[src/rtl/axil_reg_if_rd_ext_pkg.sv]
// ----------------------------------------------------------------------------
// axil_reg_if_rd_ext_pkg : shared AXI response codes and width helpers
// Rev 1.0
// ----------------------------------------------------------------------------
`default_nettype none

package axil_reg_if_rd_ext_pkg;

  localparam logic [1:0] AXI_RESP_OKAY   = 2'b00;
  localparam logic [1:0] AXI_RESP_EXOKAY = 2'b01;
  localparam logic [1:0] AXI_RESP_SLVERR = 2'b10;
  localparam logic [1:0] AXI_RESP_DECERR = 2'b11;

  // $clog2 that never yields a zero-width vector
  function automatic int clog2_min1(input int value);
    return (value <= 2) ? 1 : $clog2(value);
  endfunction

endpackage

`default_nettype wire

[src/rtl/axil_resp_fifo.sv]
// ----------------------------------------------------------------------------
// axil_resp_fifo : small {data,resp} response FIFO with head/count outputs
// Rev 1.0
// ----------------------------------------------------------------------------
`default_nettype none

module axil_resp_fifo
  import axil_reg_if_rd_ext_pkg::*;
#(
  parameter int DATA_WIDTH = 32,
  parameter int DEPTH      = 2,
  localparam int CNT_W     = clog2_min1(DEPTH + 1)
) (
  input  logic                  clk,
  input  logic                  rst_n,
  input  logic                  push,
  input  logic [DATA_WIDTH-1:0] push_data,
  input  logic [1:0]            push_resp,
  input  logic                  pop,
  output logic [DATA_WIDTH-1:0] head_data,
  output logic [1:0]            head_resp,
  output logic [CNT_W-1:0]      count
);

  localparam int PTR_W = clog2_min1(DEPTH);
  localparam logic [PTR_W-1:0] LAST_PTR = PTR_W'(DEPTH - 1);

  logic [DATA_WIDTH+1:0] mem [DEPTH];
  logic [PTR_W-1:0]      wr_ptr;
  logic [PTR_W-1:0]      rd_ptr;
  logic                  pop_ok;

  // Explicit wrap keeps non-power-of-two pointer widths (DEPTH=1) correct
  function automatic logic [PTR_W-1:0] ptr_inc(input logic [PTR_W-1:0] p);
    return (p == LAST_PTR) ? '0 : p + 1'b1;
  endfunction

  assign pop_ok = pop && (count != '0);
  assign {head_data, head_resp} = mem[rd_ptr];

  always_ff @(posedge clk) begin
    if (push) begin
      mem[wr_ptr] <= {push_data, push_resp};
    end
  end

  always_ff @(posedge clk or negedge rst_n) begin
    if (!rst_n) begin
      wr_ptr <= '0;
      rd_ptr <= '0;
      count  <= '0;
    end else begin
      if (push) begin
        wr_ptr <= ptr_inc(wr_ptr);
      end
      if (pop_ok) begin
        rd_ptr <= ptr_inc(rd_ptr);
      end
      if (push && !pop_ok) begin
        count <= count + 1'b1;
      end else if (!push && pop_ok) begin
        count <= count - 1'b1;
      end
    end
  end

endmodule

`default_nettype wire

[src/rtl/axil_reg_if_rd_ext.sv]
// ----------------------------------------------------------------------------
// axil_reg_if_rd_ext : AXI-lite read front end driving a register read port
// Rev 1.0
// ----------------------------------------------------------------------------
`default_nettype none

module axil_reg_if_rd_ext
  import axil_reg_if_rd_ext_pkg::*;
#(
  parameter int         DATA_WIDTH   = 32,
  parameter int         ADDR_WIDTH   = 32,
  parameter int         STRB_WIDTH   = DATA_WIDTH / 8,
  parameter int         TIMEOUT      = 4,
  parameter logic [1:0] TIMEOUT_RESP = AXI_RESP_SLVERR,
  parameter int         R_FIFO_DEPTH = 2,
  parameter int         ALIGN_ADDR   = 1
) (
  input  logic                  clk,
  input  logic                  rst_n,
  input  logic [ADDR_WIDTH-1:0] s_axil_araddr,
  input  logic [2:0]            s_axil_arprot,
  input  logic                  s_axil_arvalid,
  output logic                  s_axil_arready,
  output logic [DATA_WIDTH-1:0] s_axil_rdata,
  output logic [1:0]            s_axil_rresp,
  output logic                  s_axil_rvalid,
  input  logic                  s_axil_rready,
  output logic [ADDR_WIDTH-1:0] reg_rd_addr,
  output logic                  reg_rd_en,
  input  logic [DATA_WIDTH-1:0] reg_rd_data,
  input  logic                  reg_rd_wait,
  input  logic                  reg_rd_ack,
  output logic                  timeout_evt
);

  localparam int CNT_W     = clog2_min1(TIMEOUT + 1);
  localparam int FCNT_W    = clog2_min1(R_FIFO_DEPTH + 1);
  localparam int ALIGN_LSB = $clog2(STRB_WIDTH);
  localparam bit TO_EN     = (TIMEOUT != 0);
  localparam logic [CNT_W-1:0]  CNT_LOAD  = (TIMEOUT == 0) ? '0 : CNT_W'(TIMEOUT - 1);
  localparam logic [FCNT_W-1:0] FIFO_CAP  = FCNT_W'(R_FIFO_DEPTH);

  logic                  busy;
  logic                  busy_nxt;
  logic [CNT_W-1:0]      cnt;
  logic [CNT_W-1:0]      cnt_nxt;
  logic                  ar_fire;
  logic                  to_hit;
  logic                  push;
  logic [DATA_WIDTH-1:0] push_data;
  logic [1:0]            push_resp;
  logic                  pop;
  logic [FCNT_W-1:0]     fifo_count;
  logic [FCNT_W-1:0]     fcount_nxt;
  logic                  arready_nxt;
  logic [ADDR_WIDTH-1:0] ar_addr_aligned;
  logic                  unused_inputs;

  assign unused_inputs = ^{s_axil_arprot, s_axil_araddr};

  generate
    if (ALIGN_ADDR != 0 && ALIGN_LSB > 0) begin : g_align
      assign ar_addr_aligned = {s_axil_araddr[ADDR_WIDTH-1:ALIGN_LSB], {ALIGN_LSB{1'b0}}};
    end else begin : g_no_align
      assign ar_addr_aligned = s_axil_araddr;
    end
  endgenerate

  assign ar_fire       = s_axil_arvalid && s_axil_arready;
  assign reg_rd_en     = busy;
  assign s_axil_rvalid = (fifo_count != '0);
  assign pop           = s_axil_rvalid && s_axil_rready;

  // Ack has priority; wait freezes the counter so a stalled register never times out
  always_comb begin
    busy_nxt  = busy;
    cnt_nxt   = cnt;
    push      = 1'b0;
    push_data = '0;
    push_resp = AXI_RESP_OKAY;
    to_hit    = 1'b0;
    if (busy) begin
      if (reg_rd_ack) begin
        push      = 1'b1;
        push_data = reg_rd_data;
        busy_nxt  = 1'b0;
      end else if (TO_EN && (cnt == '0) && !reg_rd_wait) begin
        push      = 1'b1;
        push_resp = TIMEOUT_RESP;
        to_hit    = 1'b1;
        busy_nxt  = 1'b0;
      end else if (!reg_rd_wait && (cnt != '0)) begin
        cnt_nxt = cnt - 1'b1;
      end
    end else if (ar_fire) begin
      busy_nxt = 1'b1;
      cnt_nxt  = CNT_LOAD;
    end
  end

  // arready is registered from next-state values so it reserves a FIFO slot for the next read
  always_comb begin
    fcount_nxt = fifo_count;
    if (push && !pop) begin
      fcount_nxt = fifo_count + 1'b1;
    end else if (!push && pop) begin
      fcount_nxt = fifo_count - 1'b1;
    end
    arready_nxt = !busy_nxt && (fcount_nxt < FIFO_CAP);
  end

  always_ff @(posedge clk or negedge rst_n) begin
    if (!rst_n) begin
      busy           <= 1'b0;
      cnt            <= '0;
      s_axil_arready <= 1'b0;
      timeout_evt    <= 1'b0;
      reg_rd_addr    <= '0;
    end else begin
      busy           <= busy_nxt;
      cnt            <= cnt_nxt;
      s_axil_arready <= arready_nxt;
      timeout_evt    <= to_hit;
      if (ar_fire) begin
        reg_rd_addr <= ar_addr_aligned;
      end
    end
  end

  axil_resp_fifo #(
    .DATA_WIDTH (DATA_WIDTH),
    .DEPTH      (R_FIFO_DEPTH)
  ) u_resp_fifo (
    .clk       (clk),
    .rst_n     (rst_n),
    .push      (push),
    .push_data (push_data),
    .push_resp (push_resp),
    .pop       (pop),
    .head_data (s_axil_rdata),
    .head_resp (s_axil_rresp),
    .count     (fifo_count)
  );

endmodule

`default_nettype wire

[config.mk]
export PLATFORM = sky130hd
export DESIGN_NAME = axil_reg_if_rd_ext
export DESIGN_NICKNAME = d
export VERILOG_FILES = /design/src/rtl/axil_reg_if_rd_ext_pkg.sv /design/src/rtl/axil_resp_fifo.sv /design/src/rtl/axil_reg_if_rd_ext.sv
export SDC_FILE = /design/constraint.sdc
export NUM_CORES = 1
export LEC_CHECK = 0
export BUFFER_PORTS_ARGS = -buffer_cell sky130_fd_sc_hd__buf_2
export CORE_AREA = 2 2 96 108
export CTS_CLUSTER_DIAMETER = 40
export DETAILED_ROUTE_END_ITERATION = 8
export DIE_AREA = 0 0 98 110
export PLACE_DENSITY = 0.82
export SLEW_MARGIN = 20
export SYNTH_ARGS = -nofsm -noshare
export SYNTH_HDL_FRONTEND = slang
export SYNTH_SLANG_ARGS = --single-unit
[constraint.sdc]
create_clock -name clk -period 5.1 [get_ports clk]
set_input_delay 0.255 -clock clk [delete_from_list [all_inputs] [get_ports clk]]
set_output_delay 0.255 -clock clk [all_outputs]
set_load 0.1 [all_outputs]
==> results.toml <==
[logic_synthesis]
synth_top_area_share_pct = 46.4
synth.avg_cell_area_sq_um = 16.1
synthDistinctLibCells = 29
syn_inst = 265
ys_warn_count = 0
ys_ff_latch = 106
synth_top_area_cell = "edfxtp_1"
synth_top_flop_cell = "edfxtp_1"
synth-edff-count = 66
netlist_area_sq_mm = 0.00428
ys_top_cells_by_area = "edfxtp_1 46%, dfrtp_1 23%, mux2_2 17%, and3_1 4.7%, ha_1 1.8%"
async_flop_share_pct = 37.7
ys_seq_area_share_pct = 69.8

[sta]
drv_slew = 0
worstMarginPinSlew_ns = 0.976
finalSetupTns_ns = 0
finalHoldViolations = 0
fmax_mhz = 409
rsz0062_at_grt = "no"
worst_slew_margin_rel_pct = 34.8
setup_viol_count_final = 0
fin_skew_ns = 0.00301
timing.final.crit_share_pct = 47.9
period_minus_slack_ns = 2.44

[hold_path]
min_path_type = "primary input to asynchronous set/reset pin"

[floorplanning]
core-area_sq_mm = 0.00965
initial_utilization_pct = 44.3
die_h_um = 110
die-area_sq_mm = 0.0108
num_rows = 38
die-width_um = 98
pin_count = 143

[global_route]
grt_pass1_wl_um = 12400
met2_usage_pct = 23.6
antenna_found_initial = 0
grt_use_met3_pct = 4.22
use_met1_pct = 18.8
grt_start_max_net_pins = 42
overflow = 0
track_usage_pct = 14.8
grt_pass1_vias = 2627
busiest_layer = "met2"

[route]
dr.first_iter.drc_count = 83
wirelength_um = 8050
route.antenna.remaining_nets = 0
vias = 2608
route.detailed.drc = 0
vias_per_cell = 5.00
wire_per_inst_um = 15.4
dr.pass1.iters = 4

[finish]
area_growth_pct = 23.1
final_nets = 476
num_antenna_cells = 0
instances_no_fill = 522
layout_commonest_cell = "buf_2"
final_cell_mix = "134 x buf_2, 66 x edfxtp_1, 63 x mux2_2, 39 x dfrtp_1, 32 x and3_1"
layout-drive-gt1-share_pct = 54.0

[setup_path]
startpoint = "cnt[0]"
rr_worst_depth = 6
crit_required_ns = 5.09
reg2reg_from = "cnt[0]"
crit_fanout = 33
r2r_end = "u_resp_fifo.mem[0][26]"
cp-endpoint = "u_resp_fifo.mem[0][26]"
worstPathArrival_ns = 2.43
start_kind = "flip-flop"
crit_path_end_kind = "flip-flop"
path_class = "flip-flop to flip-flop"
rrSetupSlack_ns = 2.66

[clock_network]
postCtsSetupBuffers = 0
cts_inserted_buffers = 9
cts.reportedPaths.clkPinSlew_ns = 0.09
h-tree-depth = 3
clkSinkCount = 106
cts_resized = 0
root_buffer = "clkbuf_8"
cts_hold_buf = 0
clk_latency_ns = 0.36
cts_tree = "built"
cts_buffer_depth = 2

[placed_design]
gp_congestion = 0.703
hpwl_um = 5320
placed_cells = 506
portBuffers = 134

[outcome]
status = "complete, no violations"

[run]
drv_cap = 0
logic make-up after synthesis:
logic type | share of synthesized area [%]
DFF | 69.8
muxes | 16.6
and+or+nand+nor | 6.91
buffers and inverters | 2.87
AOI/OAI and AO/OA | 1.20
adders and majority gates | 1.76
xor gates and xnor gates | 0.820
other | 0.0877
cells in the mapped netlist, types with 2 or more instances:
| master | count |
|---|---|
| edfxtp_1 | 66 |
| mux2_2 | 63 |
| dfrtp_1 | 40 |
| and3_1 | 32 |
| inv_1 | 10 |
| buf_2 | 8 |
| nand2_1 | 7 |
| clkbuf_1 | 6 |
| ha_1 | 6 |
| buf_4 | 3 |
| nor2_1 | 3 |
| nand2b_1 | 2 |
| xnor2_1 | 2 |
| xor2_1 | 2 |
worst min-delay path by stage:
stage | end | start | slack, ns | cells after the start
floorplan | cnt[0] | rst_n | -0.04 | 0
global placement | reg_rd_addr[3] | rst_n | 0.42 | 1
detailed placement | reg_rd_addr[3] | rst_n | 0.43 | 1
CTS | reg_rd_addr[3] | rst_n | 0.02 | 1
global route | reg_rd_addr[5] | rst_n | 0.05 | 1
finish | reg_rd_addr[10] | rst_n | 0.009 | 1
cell type report:
cell class	count	area [sq um]
multi-input cells	134	1190
inverters	10	37.5
clock buffers	9	124
flip-flops and latches	106	2980
clock inverters	7	91.3
repair buffers	136	686
well taps	120	150
fillers	802	4390
critical path: stages (launching register included):
cell,delay (ns)
dfrtp_1,0.39
inv_1,0.08
ha_1,0.14
ha_1,0.19
nor2b_1,0.19
o21ai_1,0.23
nor2_4,0.85
flip-flops by register name (all words and copies together), names as in the netlist:
| signal | count |
|---|---|
| u_resp_fifo.count | 2 |
| u_resp_fifo.rd_ptr | 1 |
| u_resp_fifo.wr_ptr | 1 |
| reg_rd_en | 1 |
| cnt | 3 |
| u_resp_fifo.mem | 66 |
| reg_rd_addr | 30 |
| timeout_evt | 1 |
| s_axil_arready | 1 |
per-layer routing:
metal / part of all wire, % / up-vias
met5: 0 / -
met4: 1.7 / 0
met3: 10 / 12
met2: 46 / 134
met1: 42 / 1242
li1: - / 1220
through the flow:
stage / setup slack (ns) / hold WS [ns] / utilization [%] / area (sq um)
after floorplan: 1.85 / -0.0406 / - / 4280
after global placement: 2.26 / 0.420 / 52.3 / 5050
after detailed placement: 2.16 / 0.430 / 52.3 / 5050
after CTS: 2.17 / 0.0238 / 54.5 / 5260
after global routing: 2.45 / 0.0545 / 54.6 / 5270
final: 2.66 / 0.00875 / 54.6 / 5270
Power is not shown: default switching activity piles up to over one toggle a cycle in this logic, so the estimate is an artifact.
